<file path="src/rtl/counter_ring_seq_ctrl.sv">
`default_nettype none
// ============================================================================
// Module      : counter_ring_seq_ctrl
// Description : Clocked round-robin sequencer for a W-bit NCL dual-rail counter
//               ring; each grant runs one DATA/NULL four-phase cycle.
// Revision    : 1.0 - initial release
// ============================================================================
module counter_ring_seq_ctrl #(
    parameter int W           = 32,
    parameter int SYNC_STAGES = 2,
    parameter int TIMEOUT     = 1023
) (
    input  logic             clk,
    input  logic             init_n,
    input  logic [1:0]       req,
    input  logic [1:0]       req_inc,
    output logic [1:0]       grant,
    output logic [1:0]       done,
    output logic [W-1:0]     count,
    output logic             carry_flag,
    output logic             err,
    output logic [1:0]       carryin,
    output logic             sumcomp,
    input  logic [2*W-1:0]   sumout_dr,
    input  logic [1:0]       carryout_dr
);

    localparam int NP  = W + 1;
    localparam int WCW = $clog2(TIMEOUT + 1);

    typedef enum logic [2:0] {
        S_IDLE    = 3'd0,
        S_ARB     = 3'd1,
        S_DATA    = 3'd2,
        S_CAPTURE = 3'd3,
        S_NULL    = 3'd4,
        S_RELEASE = 3'd5,
        S_DONE    = 3'd6,
        S_ABORT   = 3'd7
    } state_t;

    // Reset asserts asynchronously but releases on a clock edge.
    logic [1:0] r_rst_sync;
    logic       w_rst_n;

    always_ff @(posedge clk or negedge init_n) begin
        if (!init_n) r_rst_sync <= 2'b00;
        else         r_rst_sync <= {r_rst_sync[0], 1'b1};
    end
    assign w_rst_n = r_rst_sync[1];

    logic [2*NP-1:0] r_sync [SYNC_STAGES];
    logic [2*NP-1:0] w_ring;

    always_ff @(posedge clk or negedge w_rst_n) begin
        if (!w_rst_n) begin
            for (int s = 0; s < SYNC_STAGES; s++) r_sync[s] <= '0;
        end else begin
            r_sync[0] <= {carryout_dr, sumout_dr};
            for (int s = 1; s < SYNC_STAGES; s++) r_sync[s] <= r_sync[s-1];
        end
    end
    assign w_ring = r_sync[SYNC_STAGES-1];

    logic [NP-1:0] w_pair_data, w_pair_null, w_pair_bad;
    logic [W-1:0]  w_sum_true;
    logic          w_all_data, w_all_null, w_illegal;

    for (genvar i = 0; i < NP; i++) begin : g_pair
        assign w_pair_data[i] = w_ring[2*i+1] ^ w_ring[2*i];
        assign w_pair_null[i] = ~(w_ring[2*i+1] | w_ring[2*i]);
        assign w_pair_bad[i]  = w_ring[2*i+1] & w_ring[2*i];
    end

    for (genvar i = 0; i < W; i++) begin : g_bit
        assign w_sum_true[i] = w_ring[2*i+1];
    end

    assign w_all_data = &w_pair_data;
    assign w_all_null = &w_pair_null;
    assign w_illegal  = |w_pair_bad;

    state_t          r_state, w_state_nx;
    logic [WCW-1:0]  r_wait;
    logic            r_ptr;
    logic            r_gidx, w_gidx_nx;
    logic            r_inc, w_inc_nx;
    logic            w_err_set;
    logic            w_capture;
    logic            w_timeout;

    assign w_timeout = (r_wait == WCW'(TIMEOUT));

    always_comb begin
        w_state_nx = r_state;
        w_gidx_nx  = r_gidx;
        w_inc_nx   = r_inc;
        w_err_set  = 1'b0;
        w_capture  = 1'b0;
        unique case (r_state)
            S_IDLE: begin
                if (|req) w_state_nx = S_ARB;
            end
            S_ARB: begin
                if (req == 2'b11) begin
                    w_gidx_nx  = r_ptr;
                    w_state_nx = S_DATA;
                end else if (req[0]) begin
                    w_gidx_nx  = 1'b0;
                    w_state_nx = S_DATA;
                end else if (req[1]) begin
                    w_gidx_nx  = 1'b1;
                    w_state_nx = S_DATA;
                end else begin
                    w_state_nx = S_IDLE;
                end
                w_inc_nx = req_inc[w_gidx_nx];
            end
            S_DATA: begin
                if (w_illegal || (!w_all_data && w_timeout)) begin
                    w_err_set  = 1'b1;
                    w_state_nx = S_ABORT;
                end else if (w_all_data) begin
                    w_state_nx = S_CAPTURE;
                end
            end
            S_CAPTURE: begin
                if (w_illegal) begin
                    w_err_set  = 1'b1;
                    w_state_nx = S_ABORT;
                end else begin
                    w_capture  = 1'b1;
                    w_state_nx = S_NULL;
                end
            end
            S_NULL: begin
                if (w_illegal || (!w_all_null && w_timeout)) begin
                    w_err_set  = 1'b1;
                    w_state_nx = S_ABORT;
                end else if (w_all_null) begin
                    w_state_nx = S_RELEASE;
                end
            end
            S_RELEASE: w_state_nx = S_DONE;
            S_DONE:    w_state_nx = S_IDLE;
            S_ABORT: begin
                // A ring that never returns to NULL is abandoned without a done pulse.
                if (w_all_null)     w_state_nx = S_DONE;
                else if (w_timeout) w_state_nx = S_IDLE;
            end
            default:   w_state_nx = S_IDLE;
        endcase
    end

    // Outputs are decoded from the next state so they only move on state entry.
    always_ff @(posedge clk or negedge w_rst_n) begin
        if (!w_rst_n) begin
            r_state    <= S_IDLE;
            r_wait     <= '0;
            r_ptr      <= 1'b0;
            r_gidx     <= 1'b0;
            r_inc      <= 1'b0;
            grant      <= 2'b00;
            done       <= 2'b00;
            count      <= '0;
            carry_flag <= 1'b0;
            err        <= 1'b0;
            carryin    <= 2'b00;
            sumcomp    <= 1'b0;
        end else begin
            r_state <= w_state_nx;
            r_gidx  <= w_gidx_nx;
            r_inc   <= w_inc_nx;

            if (w_state_nx != r_state) r_wait <= '0;
            else if (!w_timeout)       r_wait <= r_wait + 1'b1;

            if (w_err_set) err <= 1'b1;

            if (w_capture) begin
                count      <= w_sum_true;
                carry_flag <= w_ring[2*W+1];
            end

            carryin <= (w_state_nx == S_DATA) ? (w_inc_nx ? 2'b10 : 2'b01) : 2'b00;
            sumcomp <= (w_state_nx == S_NULL) || (w_state_nx == S_ABORT);

            if (r_state == S_ARB && w_state_nx == S_DATA)
                grant <= 2'b01 << w_gidx_nx;
            else if (w_state_nx == S_DONE || w_state_nx == S_IDLE)
                grant <= 2'b00;

            done <= (w_state_nx == S_DONE) ? (2'b01 << w_gidx_nx) : 2'b00;

            if (w_state_nx == S_DONE && r_state != S_DONE) r_ptr <= ~r_gidx;
        end
    end

endmodule
`default_nettype wire

</file>
<file path="config.mk">
export PLATFORM = sky130hd
export DESIGN_NAME = counter_ring_seq_ctrl
export DESIGN_NICKNAME = d
export VERILOG_FILES = /design/src/rtl/counter_ring_seq_ctrl.sv
export SDC_FILE = /design/constraint.sdc
export NUM_CORES = 1
export LEC_CHECK = 0
export BUFFER_PORTS_ARGS = -buffer_cell sky130_fd_sc_hd__buf_4
export CORE_ASPECT_RATIO = 1.75
export CORE_MARGIN = 5
export CORE_UTILIZATION = 38
export CTS_CLUSTER_DIAMETER = 40
export DETAILED_ROUTE_END_ITERATION = 7
export PLACE_DENSITY = 0.54
export SYNTH_ARGS = -nofsm -noshare
export SYNTH_HDL_FRONTEND = slang
export SYNTH_SLANG_ARGS = --single-unit
</file>
<file path="constraint.sdc">
create_clock -name clk -period 7.7 [get_ports clk]
set_input_delay 1.155 -clock clk [delete_from_list [all_inputs] [get_ports clk]]
set_output_delay 1.155 -clock clk [all_outputs]
set_load 0.02 [all_outputs]
</file>
== Word level (Yosys, flattened, before mapping) ==
Index checks and enable logic that the tools add are counted.

* Register bits after elaboration: 191

* Add/sub/neg operators: 1
* Order comparisons: 1
* Equal/unequal tests: 16
* Shifts and indexed selects: 1
* Multiplexer cells: 33
* Bitwise operators: 133
* Reductions and logical operators: 17

{| class="wikitable"
|+ Operators with widths
! operator !! number
|-
| $reduce_and A33 Y1 || 2
|-
| $not A1 Y1 || 34
|-
| $and A1 B1 Y1 || 33
|-
| $or A1 B1 Y1 || 33
|-
| $reduce_or A33 Y1 || 1
|-
| $xor A1 B1 Y1 || 33
|-
| $pmux W3 S8 || 1
|-
| $eq A3 B3 Y1 const B || 7
|-
| $mux W3 || 7
|-
| $mux W10 || 2
|-
| $mux W2 || 9
|-
| $mux W1 || 13
|-
| $add A10 B1 Y10 const B || 1
|-
| $eq A10 B10 Y1 const B || 1
|-
| $eq A3 B2 Y1 const B || 3
|-
| $logic_not A3 Y1 || 2
|-
| $logic_and A1 B1 Y1 || 4
|-
| $logic_or A1 B1 Y1 || 4
|-
| $eq A3 B1 Y1 const B || 1
|-
| $ne A3 B3 Y1 || 1
|-
| $ne A3 B3 Y1 const B || 1
|-
| $pmux W1 S3 || 1
|-
| $eq A2 B2 Y1 const B || 1
|-
| $logic_not A1 Y1 || 2
|-
| 5 further kinds || 5
|}

== Depth between registers and ports, before layout ==
* Depth in word-level cells: 12
* Gate-level depth with buffers: 11
* Mapped depth without buffers: 11

== Least setup slack after synthesis ==
No wires, ideal clock.

* Kind: register -> register
* From: register r_sync, in the netlist w_ring[6]
* To: register r_wait[3]
* Library setup time: 80 ps
* Arrival: 2,490 ps
* Data required time: 7,620 ps
* Path slack: 5,129 ps
* Stages on the path, launching flop included: 11
* Buffers on the path: 1
* Cell sequence: dfrtp_1 > ha_1 > nor4_1 > nand4_1 > or3_4 > a2111oi_4 > a2111o_1 > a211oi_1 > a211o_1 > buf_2 > nor3_2

* Longest elaborated chain between the ends: 10
* Elaborated cells on any way between the ends: 23
* Those cells by class: 2 x eq/ne; 8 x mux; 4 x bitwise; 9 x reduce/logical

{| class="wikitable"
|+ Ends and longest elaborated chain
! item !! line !! RTL
|-
| start, declared || 52 || <nowiki>logic [2*NP-1:0] r_sync [SYNC_STAGES];</nowiki>
|-
| $or A1 B1 Y1 || 71 || <nowiki>assign w_pair_null[i] = ~(w_ring[2*i+1] | w_ring[2*i]);</nowiki>
|-
| $not A1 Y1 || 71 ||
|-
| $reduce_and A33 Y1 || 80 || <nowiki>assign w_all_null = &w_pair_null;</nowiki>
|-
| $logic_not A1 Y1 || 137 || <nowiki>if (w_illegal || (!w_all_null && w_timeout)) begin</nowiki>
|-
| $logic_and A1 B1 Y1 || 137 ||
|-
| $logic_or A1 B1 Y1 || 137 ||
|-
| $mux W3 || 137 ||
|-
| $pmux W3 S8 * || 100 || <nowiki>unique case (r_state)</nowiki>
|-
| $ne A3 B3 Y1 * || 175 || <nowiki>if (w_state_nx != r_state) r_wait <= '0;</nowiki>
|-
| $ne A2 B1 Y1 (no source line) / $mux W10 (equally long branches) || -- ||
|-
| end signal, assigned || 176 || <nowiki>else if (!w_timeout) r_wait <= r_wait + 1'b1;</nowiki>
|-
| end, declared || 84 || <nowiki>logic [WCW-1:0] r_wait;</nowiki>
|}

Every way passes the cells marked *; elsewhere a longest branch is shown, timed or not.
A chain may end at the register's enable or synchronous reset.

== Final worst setup path ==
* From: register r_sync, in the netlist w_ring[58]
* To: register r_wait[8]

The elaborated chain is that of the path after synthesis.

==> run summary <==
Outcome - finished, final reports clean
Vias in the first global route - 4,845
Die width - 114 um
RR Endpoint - r_wait[8]$_DFFE_PN0P_
HPWL reported at the end of detailed placement - 11,400 um
Layout cells sized above 1 - 0.286
Mapped Cells - 528
LEAKAGE - 4.56 nW
Max Clk Rate - 328 MHz
R2R setup slack - 4.65 ns
Power density over the cells - 263 nW/um^2
CTS buffer count - 17
Nets@finish - 793
Crit path largest cell delay - 0.48 ns
CTS Sinks - 191
RSZ-0062 raised after global routing - false
CP max FO - 10
Diodes inserted - 0
Async S/R FF share, synth - 1.00
Number of synthesis warnings - 0
Crit path kind - flip-flop to flip-flop
Row cnt - 67
Final hold violations - 0
CTS resizes - 0
Finished Layout Cells - 908
Die area - 22,100 sq um
Final TNS setup - 0 ns
Final GP Congestion - 0.801
First-pass GRT wire length - 24,400 um
Wirelength, routed - 15,000 um
WL/cell - 16.5 um
Post-Syn Area - 7260 sq um
Synthesis-stage register bit count - 191
Max H-tree Level - 4
Final Max Tran Viols - 0
GRT Overall Usage - 0.146
Critical R2R Launch - w_ring[58]$_DFF_PN0_
Die Y - 193 um
Yosys cell types - 42
Via Count - 4,262
CTS Root Cell - clkbuf_16
Mapped Nets - 667
Clock Skews - 0.00872 ns
Pwr Total - 2.37 mW
Drt drc - 0
Core area - 18,900 sq um
Final period util - 0.396
Final setup fails - 0
CP Cell Sequence - ha_1 -> nor4_1 -> nand4_1 -> or3_4 -> a2111oi_4 -> a2111o_1 -> a211oi_1 -> a211o_1 -> nor3_2
Synth Area per Inst - 13.7 sq um
Hold_ws - 0.348 ns
Least-Margin Pin Slew - 0.900 ns
Maximum vdd drop - 0.000139 V
Antenna-violating nets left - 0
Crit path required time - 8.05 ns
Clock slew at reported path FFs - 0.07 ns
Port Buffer Count - 112
Setup crit start kind - flip-flop
Post-CTS setup buffers - 0
Vias per std cell - 4.69
Fill count - 1,755
Clk_lat worst skew - 0.43 ns
Max-slew headroom - 0.400
Period minus WS final - 3.05 ns
Worst R2R Path Depth - 9
1st-iter DRT viols - 146
Drt pass-1 iters - 4
Slowest stage cell, crit path - or3_4
Post-synth EDFFs - 0
Pin count of the biggest net entering global routing - 74
# Max-Cap Violations - 0
Maximum clock path buffer count - 2
Most used DFF post-synth - dfrtp_1
Synthesis-to-finish area growth - 24.1%
Seq/Total Area, Yosys - 0.659
GRT Residual Overflow - 0
Worst Setup End Kind - flip-flop
HP Class - flip-flop to async pin
TritonCTS clock tree - done
Starting Density - 0.383
IO Pins - 113
Placed cell count - 876
Worst EP arrival - 3.40 ns
Hold buffer count at CTS - 0
Initial antenna violation count - 0
[cell usage in the layout (no fill, tap or decap), types with 4 or more instances in the layout]
master       n
a21oi_1      8
and3_1       5
buf_4      115
clkbuf_16   17
dfrtp_1    190
ha_1        67
inv_1       71
inv_6        6
mux2_2      34
nand2_1     20
nand3_1      6
nand4_1     26
nor2_1      24
nor3_1       8
nor4_1      10
o21ai_0      5
xor2_1       4
[cells in the mapped netlist (all sizes together) (3+ instances only)]
cell / count / area share
dfrtp: 191 / 0.66
inv: 71 / 0.037
ha: 67 / 0.12
mux2: 34 / 0.053
nand4: 27 / 0.024
nor2: 24 / 0.012
nand2: 20 / 0.010
nor3: 11 / 0.0097
nor4: 10 / 0.0086
a21oi: 8 / 0.0055
nand3: 6 / 0.0041
and3: 5 / 0.0043
o21ai: 5 / 0.0034
a211oi: 4 / 0.0048
buf: 4 / 0.0028
clkbuf: 4 / 0.0021
xor2: 4 / 0.0048
and2: 3 / 0.0026
and4: 3 / 0.0036
xnor2: 3 / 0.0036
[worst max path at each step]
stage / slack, ns / depth (start not counted) / end / startpoint
after floorplan: 1.98 / 0 / carry_flag$_DFFE_PN0P_ / r_rst_sync[1]$_DFF_PN0_
after global placement: 4.77 / 9 / r_wait[8]$_DFFE_PN0P_ / w_ring[58]$_DFF_PN0_
after detailed placement: 4.70 / 9 / r_wait[8]$_DFFE_PN0P_ / w_ring[58]$_DFF_PN0_
after CTS: 4.68 / 9 / r_wait[8]$_DFFE_PN0P_ / w_ring[58]$_DFF_PN0_
after global routing: 4.47 / 9 / r_wait[8]$_DFFE_PN0P_ / w_ring[6]$_DFF_PN0_
final: 4.65 / 9 / r_wait[8]$_DFFE_PN0P_ / w_ring[58]$_DFF_PN0_
[through the flow]
| stage | cell area (sq um) | setup WS [ns] | utilization |
|---|---|---|---|
| after floorplan | 7260 | 1.98 | - |
| after global placement | 8400 | 4.77 | 0.443 |
| after detailed placement | 8400 | 4.70 | 0.443 |
| after CTS | 9000 | 4.68 | 0.475 |
| after global routing | 9000 | 4.47 | 0.475 |
| final | 9000 | 4.65 | 0.475 |
[state kept, by name, summed over array words and instances, names as in the netlist]
signal      flops
r_gidx          1
err             1
count          32
r_wait         10
done            2
r_rst_sync      2
r_inc           1
r_sync         66
carryin         2
grant           2
sumcomp         1
r_state         3
carry_flag      1
r_ptr           1
w_ring         66
[area by class of cell]
| type | instances | area, sq um | share of cell area |
|---|---|---|---|
| tap | 241 | 302 | 0.0335 |
| clock buffer | 18 | 439 | 0.0488 |
| multi-input combinational | 258 | 2180 | 0.242 |
| inverter | 71 | 267 | 0.0296 |
| clock inverter | 14 | 168 | 0.0186 |
| sequential | 191 | 4780 | 0.531 |
| timing repair buffer | 115 | 863 | 0.0959 |
[worst max-delay path: cells and delay by family (launching register included)]
kind,cells,cell delay (ns)
adders and majority gates,1,0.20
DFF,1,0.39
and+or+nand+nor,4,1.34
AOI/OAI and AO/OA,4,1.05
[kinds of logic after synthesis]
family	after synthesis	synth area share
AOI/OAI and AO/OA	31	0.0322
xor gates and xnor gates	7	0.00845
adders and majority gates	67	0.115
buffers and inverters	79	0.0415
DFF	191	0.659
muxes	35	0.0541
other	1	0.000517
and+or+nand+nor	117	0.0891
[metal layers]
layer,wire length (um),vias to the layer above,part of all wire,GRT usage
li1,-,2019,-,-
met1,5470,2135,0.36,0.155
met2,8710,83,0.58,0.277
met3,500,25,0.033,0.0292
met4,337,0,0.022,0.0590
met5,0,-,0,0
[power by group]
part	switching, mW	internal [mW]
clock	0.395	0.499
sequential	0.0693	1.07
combinational	0.189	0.143
total	0.653	1.72
Power figures use the tool's default switching activity.
